**config.mk**
```make
export PLATFORM = sky130hd
export DESIGN_NAME = present_byte_ser
export DESIGN_NICKNAME = d
export VERILOG_FILES = /design/src/rtl/present_byte_ser.sv
export SDC_FILE = /design/constraint.sdc
export NUM_CORES = 1
export LEC_CHECK = 0
export CORE_AREA = 2 2 90 92
export DETAILED_ROUTE_END_ITERATION = 10
export DIE_AREA = 0 0 92 94
export PLACE_DENSITY = 0.88
export SYNTH_ARGS = -nofsm -noshare
export SYNTH_HDL_FRONTEND = slang
export SYNTH_SLANG_ARGS = --single-unit
```
**constraint.sdc**
```tcl
create_clock -name clk -period 1.8 [get_ports clk]
set_clock_uncertainty 0.05 [all_clocks]
set_input_delay 0.27 -clock clk [delete_from_list [all_inputs] [get_ports clk]]
set_output_delay 0.27 -clock clk [all_outputs]
set_load 0.03 [all_outputs]
```
**src/rtl/present_byte_ser.sv**
```systemverilog
// 64-bit to byte serializer, MSB byte first; first byte valid the cycle after load.
// Holds out_data_o stable while out_ready_i is low; last_o flags the 8th transfer.
module present_byte_ser (
    input  logic        clk,
    input  logic        n_reset,
    input  logic        load_i,
    input  logic [63:0] data_i,
    output logic [7:0]  out_data_o,
    output logic        out_valid_o,
    input  logic        out_ready_i,
    output logic        last_o
);

    logic [63:0] sh_q;
    logic [2:0]  cnt_q;
    logic        vld_q;
    logic        xfer;

    assign xfer        = vld_q && out_ready_i;
    assign last_o      = xfer && (cnt_q == 3'd7);
    assign out_data_o  = sh_q[63:56];
    assign out_valid_o = vld_q;

    always_ff @(posedge clk or negedge n_reset) begin
        if (!n_reset) begin
            sh_q  <= '0;
            cnt_q <= '0;
            vld_q <= 1'b0;
        end else if (load_i) begin
            sh_q  <= data_i;
            cnt_q <= '0;
            vld_q <= 1'b1;
        end else if (xfer) begin
            sh_q  <= {sh_q[55:0], 8'h00};
            cnt_q <= cnt_q + 3'd1;
            if (cnt_q == 3'd7) begin
                vld_q <= 1'b0;
            end
        end
    end

endmodule

```
==> flow_summary_export.csv, run 1 <==
group,metric,value,unit
logic_synthesis,synth_top_cell_area_share,45.2,%
timing,slew_headroom,65.7,%
floorplan,start_util,49.4,%
finish,fin_nets,503,
logic_synthesis,synth_fp_nets,451,
outcome,status,"finished, final reports clean",
global_routing,grt_max_degree,69,
timing,hold_viol_final,0,
logic_synthesis,yosys-top-cells-area,"dfrtp_1 (45%), nand4b_1 (13%), o211ai_1 (9.6%), nand2b_1 (9.3%), nand2_1 (6.5%)",
logic_synthesis,synth-edff-count,0,
worst_setup_path,crit_path_max_fanout,3,
drt,vias,2997,
drt,wirelength,8.36,mm
clocking,post-cts-setup-buffer-count,0,
drt,wl_per_cell,15.5,µm
power_and_ir_drop,p_seq_share,48.7,%
logic_synthesis,yosys-top-cells-count,"dfrtp_1 (68), nand2_1 (65), nand2b_1 (56), nand4b_1 (56), o211ai_1 (48)",
power_and_ir_drop,power.leakage,1.83,nW
worst_setup_path,required,1.48,ns
global_routing,track_usage,20.5,%
placement,io_buffers,77,
worst_setup_path,rrSetupSlack,0.53,ns
logic_synthesis,synth_cell_types,21,
drt,ant_nets,0,
drt,dr.pass1.iters,4,
run,max_cap_violations,0,
drt,drt_iter0_markers,240,
logic_synthesis,synth-warning-count,0,
drt,viasPerCell,5.56,
clocking,cts_buffers,9,
floorplan,rows,32,
min_path,hold_class,"in2reg",
clocking,cts.htree.levels,3,
worst_setup_path,slowest_stage,"dfrtp_1",
clocking,cts_tree,"built",
clocking,cts_root_buf,"clkbuf_8",
floorplan,ios,78,
floorplan,fp.dieArea,8650,µm²
logic_synthesis,async_flop_share,100,%
worst_setup_path,critPathTopFamily,"flip-flops",
power_and_ir_drop,power-per-cell-area,772,nW/µm²
power_and_ir_drop,p_switching,945,µW
logic_synthesis,synthCells,381,
clocking,cts.clk_slew.worst_paths,0.07,ns
worst_setup_path,cp.arrival,1.41,ns
logic_synthesis,synth_area_per_cell,9.87,µm²
logic_synthesis,synth_most_common_cell,"dfrtp_1",
logic_synthesis,synth_seq_cells,68,
clocking,cts_sinks,68,
finish,antenna-diode-count,0,
placement,routabilityCongestion,0.757,
finish,fillers,632,
timing,rsz0062_at_grt,"no",
timing,fin_tns_setup,0,ns
power_and_ir_drop,p_int,2.67,mW
finish,drive_gt1_share,9.84,%
worst_setup_path,path_buf_inv,1,
global_routing,grt_overflow,0,
timing,slew_violations,0,
logic_synthesis,yosysTopAreaCell,"dfrtp_1",
global_routing,grt_pass1_vias,3078,
worst_setup_path,crit_path_cell_trace,"ha_1, ha_2, and3_4, buf_6",
finish,final_util,61.5,%
worst_setup_path,cpPeakStageDelay,0.40,ns
timing,tightest_slew,0.514,ns
power_and_ir_drop,max-vdd-ir-drop,0.412,mV
power_and_ir_drop,clockPowerShare,33.2,%
timing,fin_crit,1.73,ns
finish,seq_area,1700,µm²
global_routing,grt_pass1_wl,14.2,mm
power_and_ir_drop,total_power,3.61,mW
clocking,worstSkewPairLatency,0.34,ns
logic_synthesis,yosysSeqAreaShare,45.2,%
worst_setup_path,end_kind,"primary output",
timing,clock.fmax,578,MHz
finish,multiInputGateArea,1700,µm²
global_routing,antenna_found_initial,0,
floorplan,die-height,94,µm
floorplan,coreArea,7610,µm²
placement,place_hpwl,5.47,mm
worst_setup_path,path_class,"reg2out",
power_and_ir_drop,sw_frac_of_total,26.2,%
worst_setup_path,critPathLaunchType,"flip-flop",
floorplan,die_w,92,µm
logic_synthesis,synthFlopType,"dfrtp_1",
power_and_ir_drop,combinationalPowerShare,18.1,%
logic_synthesis,synth_area,3760,µm²
timing,setup_viol,0,
clocking,clk_path_buf_depth,2,
drt,drc,0,
timing,period_share,96.1,%
finish,area_growth,24.4,%
worst reg2reg max path, cell delays in order, from the launching register on:
cell	delay [ns]
dfrtp_2	0.41
and2_2	0.28
buf_12	0.20
o311ai_1	0.24
cell usage in the layout, fill, tap and decap left out, types with 2 or more instances in the layout:
| cell type | count |
|---|---|
| a21oi_1 | 3 |
| nand3_1 | 2 |
| o21ai_1 | 8 |
| inv_1 | 8 |
| o311ai_2 | 4 |
| clkdlybuf4s50_1 | 72 |
| nand4b_1 | 56 |
| nand2b_1 | 56 |
| o211ai_1 | 48 |
| buf_12 | 5 |
| buf_4 | 10 |
| o311ai_1 | 4 |
| nand2_1 | 65 |
| buf_2 | 2 |
| a21bo_2 | 3 |
| clkbuf_8 | 13 |
| dfrtp_1 | 67 |
state kept, by name, indices dropped and copies added, names as in the netlist:
register,count
out_valid_o,1
sh_q,64
cnt_q,3
worst paths after layout:
path                             start           to  cells past startpoint
setup reg to reg           out_valid_o     sh_q[57]                      3
max in group asynchronous      n_reset  out_valid_o                      3
min in group asynchronous      n_reset     sh_q[44]                      3
hold / removal                  load_i     sh_q[14]                      3
setup / recovery              cnt_q[0]       last_o                      4
hold reg to reg                sh_q[1]      sh_q[1]                      2
final cells by class:
cell class / instances / area share, %
Clock inverter: 1 / 0.107
Inverter: 8 / 0.642
Multi-Input combinational cell: 255 / 36.4
Timing Repair Buffer: 91 / 19.8
Sequential cell: 68 / 36.4
Tap cell: 102 / 2.73
Clock buffer: 14 / 3.91
stage by stage:
stage               setup WS, ns  hold WS [ns]  area (µm²)  cells
finish                    0.0709         0.368        4680    539
global route             0.00659         0.392        4680    539
CTS                       0.0112         0.353        4670    539
detailed placement         0.384         0.272        4470    523
global placement           0.404         0.273        4470    523
floorplan                  0.224       -0.0756        3760    381
routing by layer:
| metal | share of wire (%) | track usage, % | wire length (µm) | vias to the layer above |
|---|---|---|---|---|
| met4 | 1.4 | 7.21 | 116 | 0 |
| met2 | 49 | 34.6 | 4100 | 91 |
| li1 | - | - | - | 1450 |
| met5 | 0 | 0 | 0 | - |
| met3 | 6.0 | 3.85 | 498 | 13 |
| met1 | 44 | 26.7 | 3640 | 1443 |
power by group through the flow:
| stage | Combinational [mW] | Sequential, mW | Clock, mW |
|---|---|---|---|
| final | 0.654 | 1.76 | 1.20 |
| after global routing | 0.722 | 1.78 | 1.29 |
| after CTS | 0.661 | 1.76 | 1.22 |
| after detailed placement | 0.654 | 1.79 | 0 |
| after global placement | 0.641 | 1.78 | 0 |
| after floorplan | 0.413 | 1.76 | 0 |
cell families (layout without fill, tap and decap cells):
group	Yosys count	in the layout	share of synthesized area, %
adders and majority gates	2	2	0.665
buffers and inverters	58	114	9.75
DFF	68	68	45.2
and+or+nand+nor	182	182	29.6
AOI/OAI and AO/OA	71	71	14.7
repair_timing:
item,CTS,global route
hold endpoints to repair,68,0
resized for setup,0,3
hold buffers,1,0
endpoints found under the setup margin,0,1
No activity file was read; power rests on OpenSTA's default activity.
==> run 2, diff against run 1 <==
Settings changed: CORE_AREA 2 2 90 92 to 2 2 104 106, DIE_AREA 0 0 92 94 to 0 0 106 108, PLACE_DENSITY 0.88 to 0.71.
==> run 2 against run 1 <==
Against the previous run:
- utilization is 15 points lower
- clock power up 8%
- critical path depth is the same
- register-to-register slack worse by 0.11 ns
- combinational power hardly changed
- final area increased by 1.5%
- final cell count is 6.1% higher
- wire length up 5.2%
- power increased by 2.9%
- first-iteration DRC count fell by 16%
- die area rose by 32%
==> flow_summary_export.csv, run 2 (same netlist as run 1, synthesis figures left out) <==
group,metric,value,unit
clocking,clk_path_buf_depth,2,
worst_setup_path,crit_path_max_fanout,3,
clocking,worstSkewPairLatency,0.34,ns
worst_setup_path,reg2reg_depth,3,
worst_setup_path,critPathMostFrequentCell,"ha_2",
clocking,cts_root_buf,"clkbuf_8",
min_path,hold_class,"in2reg",
worst_setup_path,r2r_start,"out_valid_o",
global_routing,antenna_found_initial,0,
min_path,hold_depth,3,
timing,clock.fmax,585,MHz
worst_setup_path,end_kind,"primary output",
floorplan,fp.dieArea,11400,µm²
drt,ant_nets,0,
drt,drt_iter0_markers,201,
timing,slew_headroom,71.3,%
power_and_ir_drop,p_switching,978,µW
worst_setup_path,cp.arrival,1.39,ns
worst_setup_path,slowest_stage,"dfrtp_1",
worst_setup_path,critPathTopFamily,"flip-flops",
run,max_cap_violations,0,
worst_setup_path,required,1.48,ns
drt,viasPerCell,5.16,
drt,wirelength,8.79,mm
timing,fin_tns_setup,0,ns
finish,drive_gt1_share,9.86,%
timing,fin_crit,1.71,ns
clocking,cts.htree.levels,3,
global_routing,grt_pass1_wl,14.6,mm
min_path,min_to,"sh_q[4]",
timing,rsz0062_at_grt,"no",
worst_setup_path,rr_endpoint,"sh_q[18]",
finish,top_register,"sh_q",
worst_setup_path,crit_path_cell_trace,"ha_2, ha_2, and3_4, buf_6",
drt,dr.pass1.iters,4,
floorplan,die_w,106,µm
floorplan,die-height,108,µm
power_and_ir_drop,power-per-cell-area,783,nW/µm²
finish,fin_nets,501,
global_routing,grt_pass1_vias,2957,
min_path,min_from,"load_i",
clocking,cts.clk_slew.worst_paths,0.08,ns
finish,largest_register_ff_count,64,
placement,routabilityCongestion,0.738,
finish,final_cell_mix,"clkdlybuf4s50_1 (72), dfrtp_1 (67), nand2_1 (65), nand2b_1 (56), nand4b_1 (56)",
worst_setup_path,path_buf_inv,1,
floorplan,ios,78,
global_routing,grt_overflow,0,
finish,antenna-diode-count,0,
worst_setup_path,critPathLaunchType,"flip-flop",
finish,final_util,46.4,%
outcome,status,"finished, final reports clean",
drt,vias,2951,
power_and_ir_drop,power.leakage,1.83,nW
power_and_ir_drop,p_seq_share,47.3,%
clocking,cts_tree,"built",
drt,wl_per_cell,15.4,µm
power_and_ir_drop,p_int,2.74,mW
worst_setup_path,path_class,"reg2out",
power_and_ir_drop,max-vdd-ir-drop,0.365,mV
worst_setup_path,cpPeakStageDelay,0.40,ns
power_and_ir_drop,clockPowerShare,35.0,%
placement,place_hpwl,5.50,mm
finish,final_common_cell,"clkdlybuf4s50_1",
timing,setup_viol,0,
timing,tightest_slew,0.431,ns
clocking,cts_buffers,9,
global_routing,grt_max_degree,69,
timing,slew_violations,0,
floorplan,rows,37,
global_routing,track_usage,16.0,%
floorplan,coreArea,10200,µm²
power_and_ir_drop,combinationalPowerShare,17.7,%
clocking,post-cts-setup-buffer-count,0,
timing,period_share,95.0,%
floorplan,start_util,36.8,%
drt,drc,0,
timing,hold_viol_final,0,
clocking,cts_sinks,68,
worst_setup_path,rrSetupSlack,0.42,ns
placement,io_buffers,77,
finish,area_growth,26.2,%
power_and_ir_drop,sw_frac_of_total,26.3,%
run 2: power groups by stage:
| stage | clock [mW] | sequential (mW) | combinational (mW) |
|---|---|---|---|
| after floorplan | 0 | 1.76 | 0.413 |
| after global placement | 0 | 1.78 | 0.649 |
| after detailed placement | 0 | 1.79 | 0.659 |
| after CTS | 1.33 | 1.76 | 0.667 |
| after global routing | 1.41 | 1.78 | 0.728 |
| final | 1.30 | 1.76 | 0.657 |
run 2: what timing repair did:
action / 4_1_cts / 5_1_grt
hold buffers: 1 / 0
gates resized for setup: 1 / 3
hold endpoints to repair: 68 / 0
pin swaps: 0 / 1
setup endpoints to repair: 1 / 1
run 2: worst max path at each step:
| stage | from | end | slack, ns | depth (start not counted) |
|---|---|---|---|---|
| final | cnt_q[0] | last_o | 0.09 | 4 |
| after detailed placement | cnt_q[0] | last_o | 0.37 | 4 |
| after floorplan | out_valid_o | last_o | 0.22 | 3 |
| after global routing | cnt_q[0] | last_o | 0.02 | 4 |
| after CTS | cnt_q[0] | last_o | 0.01 | 4 |
| after global placement | cnt_q[0] | last_o | 0.41 | 4 |
run 2: cell type report:
| cell class | count | area (µm²) |
|---|---|---|
| Multi-Input combinational cell | 255 | 1700 |
| Fill cell | 967 | 5480 |
| Timing Repair Buffer | 89 | 937 |
| Clock inverter | 4 | 47.5 |
| Sequential cell | 68 | 1700 |
| Inverter | 8 | 30.0 |
| Clock buffer | 12 | 155 |
| Tap cell | 136 | 170 |
run 2: stage by stage:
step                total power [mW]  cells  cell area, µm²  setup WS [ns]  hold slack, ns
finish                          3.71    572            4750         0.0902           0.325
floorplan                       2.18    381            3760          0.224         -0.0756
detailed placement              2.45    555            4520          0.370           0.276
global route                    3.91    572            4750         0.0215           0.339
CTS                             3.75    572            4740         0.0144           0.313
global placement                2.43    555            4520          0.408           0.272
run 2: tightest hold or removal path, cell delays in order:
cell	delay [ns]
buf_4	0.24
nand2_1	0.10
o21ai_1	0.06
run 2: layer usage:
layer	GRT usage [%]	wire length, µm
met3	3.44	406
met2	25.8	4170
met4	4.23	61
met5	0	0
met1	21.9	4150
==> run 3, diff against run 2 <==
Settings changed: CTS_BUF_LIST set to sky130_fd_sc_hd__clkbuf_2, PLACE_DENSITY 0.71 to not set.
Clock period 1.8 ns to 2 ns, I/O delays scaled along.
==> run 3 against run 2 <==
Against the previous run:
- hold slack worse by 0.13 ns
- final area down 1.6%
- non-clock buffer count unchanged
- sequential power down 9.7%
- clock power down 30%
- utilization down 0.72 points
- final cell count unchanged
- via count down 0.81%
- register-to-register slack better by 0.05 ns
- sequential share of layout area up 0.57 points
- wire length up 0.31%
- highest routed layer unchanged
==> flow_summary_export.csv, run 3 (same netlist as run 1, synthesis figures left out) <==
group,metric,value,unit
timing,fin_crit,1.91,ns
drt,viasPerCell,5.12,
clocking,cts_tree,"built",
run,max_cap_violations,0,
worst_setup_path,end_kind,"primary output",
worst_setup_path,slowest_stage,"dfrtp_1",
global_routing,grt_overflow,0,
drt,dr.pass1.iters,5,
drt,wirelength,8.82,mm
clocking,cts.clk_slew.worst_paths,0.21,ns
floorplan,die-height,108,µm
global_routing,grt_pass1_vias,3025,
power_and_ir_drop,max-vdd-ir-drop,0.301,mV
timing,setup_viol,0,
drt,ant_nets,0,
timing,slew_headroom,71.6,%
floorplan,coreArea,10200,µm²
drt,drt_iter0_markers,157,
drt,wl_per_cell,15.4,µm
min_path,hold_depth,3,
worst_setup_path,cp.arrival,1.56,ns
clocking,cts.htree.levels,3,
finish,final_common_cell,"clkdlybuf4s50_1",
finish,area_growth,24.3,%
clocking,cts_root_buf,"clkbuf_2",
worst_setup_path,critPathLaunchType,"flip-flop",
clocking,worstSkewPairLatency,0.49,ns
timing,fin_tns_setup,0,ns
outcome,status,"finished, final reports clean",
worst_setup_path,rr_endpoint,"sh_q[9]",
worst_setup_path,cpPeakStageDelay,0.42,ns
worst_setup_path,crit_path_max_fanout,2,
global_routing,track_usage,16.0,%
worst_setup_path,required,1.65,ns
floorplan,ios,78,
timing,clock.fmax,525,MHz
clocking,post-cts-setup-buffer-count,0,
timing,period_share,95.3,%
power_and_ir_drop,power.leakage,1.83,nW
global_routing,grt_pass1_wl,14.7,mm
clocking,cts_sinks,68,
worst_setup_path,path_class,"reg2out",
drt,drc,0,
timing,whs,0.197,ns
min_path,min_to,"sh_q[54]",
finish,largest_register_ff_count,64,
worst_setup_path,crit_path_cell_trace,"ha_2, ha_4, and3_4, buf_6",
drt,vias,2927,
floorplan,fp.dieArea,11400,µm²
timing,hold_viol_final,0,
floorplan,die_w,106,µm
placement,place_hpwl,5.52,mm
placement,routabilityCongestion,0.748,
finish,final_cell_mix,"clkdlybuf4s50_1 (69), dfrtp_1 (67), nand2_1 (65), nand2b_1 (56), nand4b_1 (56)",
global_routing,antenna_found_initial,0,
power_and_ir_drop,power-per-cell-area,659,nW/µm²
global_routing,grt_max_degree,69,
finish,antenna-diode-count,0,
timing,tightest_slew,0.425,ns
clocking,cts_buffers,9,
floorplan,rows,37,
timing,slew_violations,0,
min_path,min_from,"load_i",
finish,fin_nets,501,
worst_setup_path,rrSetupSlack,0.47,ns
placement,io_buffers,77,
floorplan,start_util,36.8,%
finish,final_util,45.7,%
clocking,clk_path_buf_depth,2,
timing,rsz0062_at_grt,"yes",
min_path,hold_class,"in2reg",
finish,top_register,"sh_q",
worst_setup_path,r2r_start,"out_valid_o",
finish,drive_gt1_share,9.63,%
worst_setup_path,reg2reg_depth,4,
## run 3: repair_timing
item | in CTS | in global routing
gates resized for setup | 3 | 6
endpoints found under the hold margin | 68 | 0
hold buffers | 1 | 0
setup endpoints to repair | 1 | 5
pin swaps | 0 | 1
## run 3: report_power, final
group	leakage, nW	internal [mW]	switching [mW]	total (mW)
Sequential	0.835	1.51	0.0803	1.59
Clock	0.0796	0.419	0.491	0.910
Combinational	0.915	0.310	0.274	0.584
Total	1.83	2.24	0.846	3.08
## run 3: layer usage
layer | GRT usage, % | vias up | routed length [µm] | part of all wire, %
met1 | 23.0 | 1389 | 4360 | 49
met2 | 24.0 | 82 | 3940 | 45
met4 | 5.92 | 0 | 82 | 0.93
li1 | - | 1449 | - | -
met3 | 3.07 | 7 | 434 | 4.9
met5 | 0 | - | 0 | 0
## run 3: cell type report
cell class / count / area, µm²
Clock buffer: 11 / 55.1
Tap cell: 136 / 170
Fill cell: 1012 / 5560
Multi-Input combinational cell: 255 / 1710
Timing Repair Buffer: 89 / 925
Sequential cell: 68 / 1700
Inverter: 8 / 30.0
Clock inverter: 5 / 76.3
## run 3: worst max path at each step
| stage | start | end | slack (ns) | depth (start not counted) |
|---|---|---|---|---|
| final | cnt_q[1] | last_o | 0.09 | 4 |
| after global routing | cnt_q[1] | last_o | -0.02 | 4 |
| after CTS | cnt_q[0] | last_o | 0.003 | 4 |
| after detailed placement | out_valid_o | sh_q[9] | 0.52 | 4 |
| after global placement | out_valid_o | sh_q[9] | 0.53 | 4 |
| after floorplan | out_valid_o | last_o | 0.39 | 3 |
## run 3: per-stage QoR
stage | std cells | instance area, µm² | worst slack, ns | total power [mW]
after floorplan | 381 | 3760 | 0.394 | 1.96
after global placement | 555 | 4500 | 0.526 | 2.19
after detailed placement | 555 | 4500 | 0.523 | 2.20
after CTS | 572 | 4650 | 0.00272 | 3.13
after global routing | 572 | 4670 | -0.0205 | 3.25
final | 572 | 4670 | 0.0941 | 3.08
## run 3: worst max-delay path: cells and delay by family (launching register included)
kind / cells / cell delay (ns)
flops: 1 / 0.42
fa+ha+maj: 2 / 0.36
simple gates: 1 / 0.17
buf+inv: 1 / 0.13
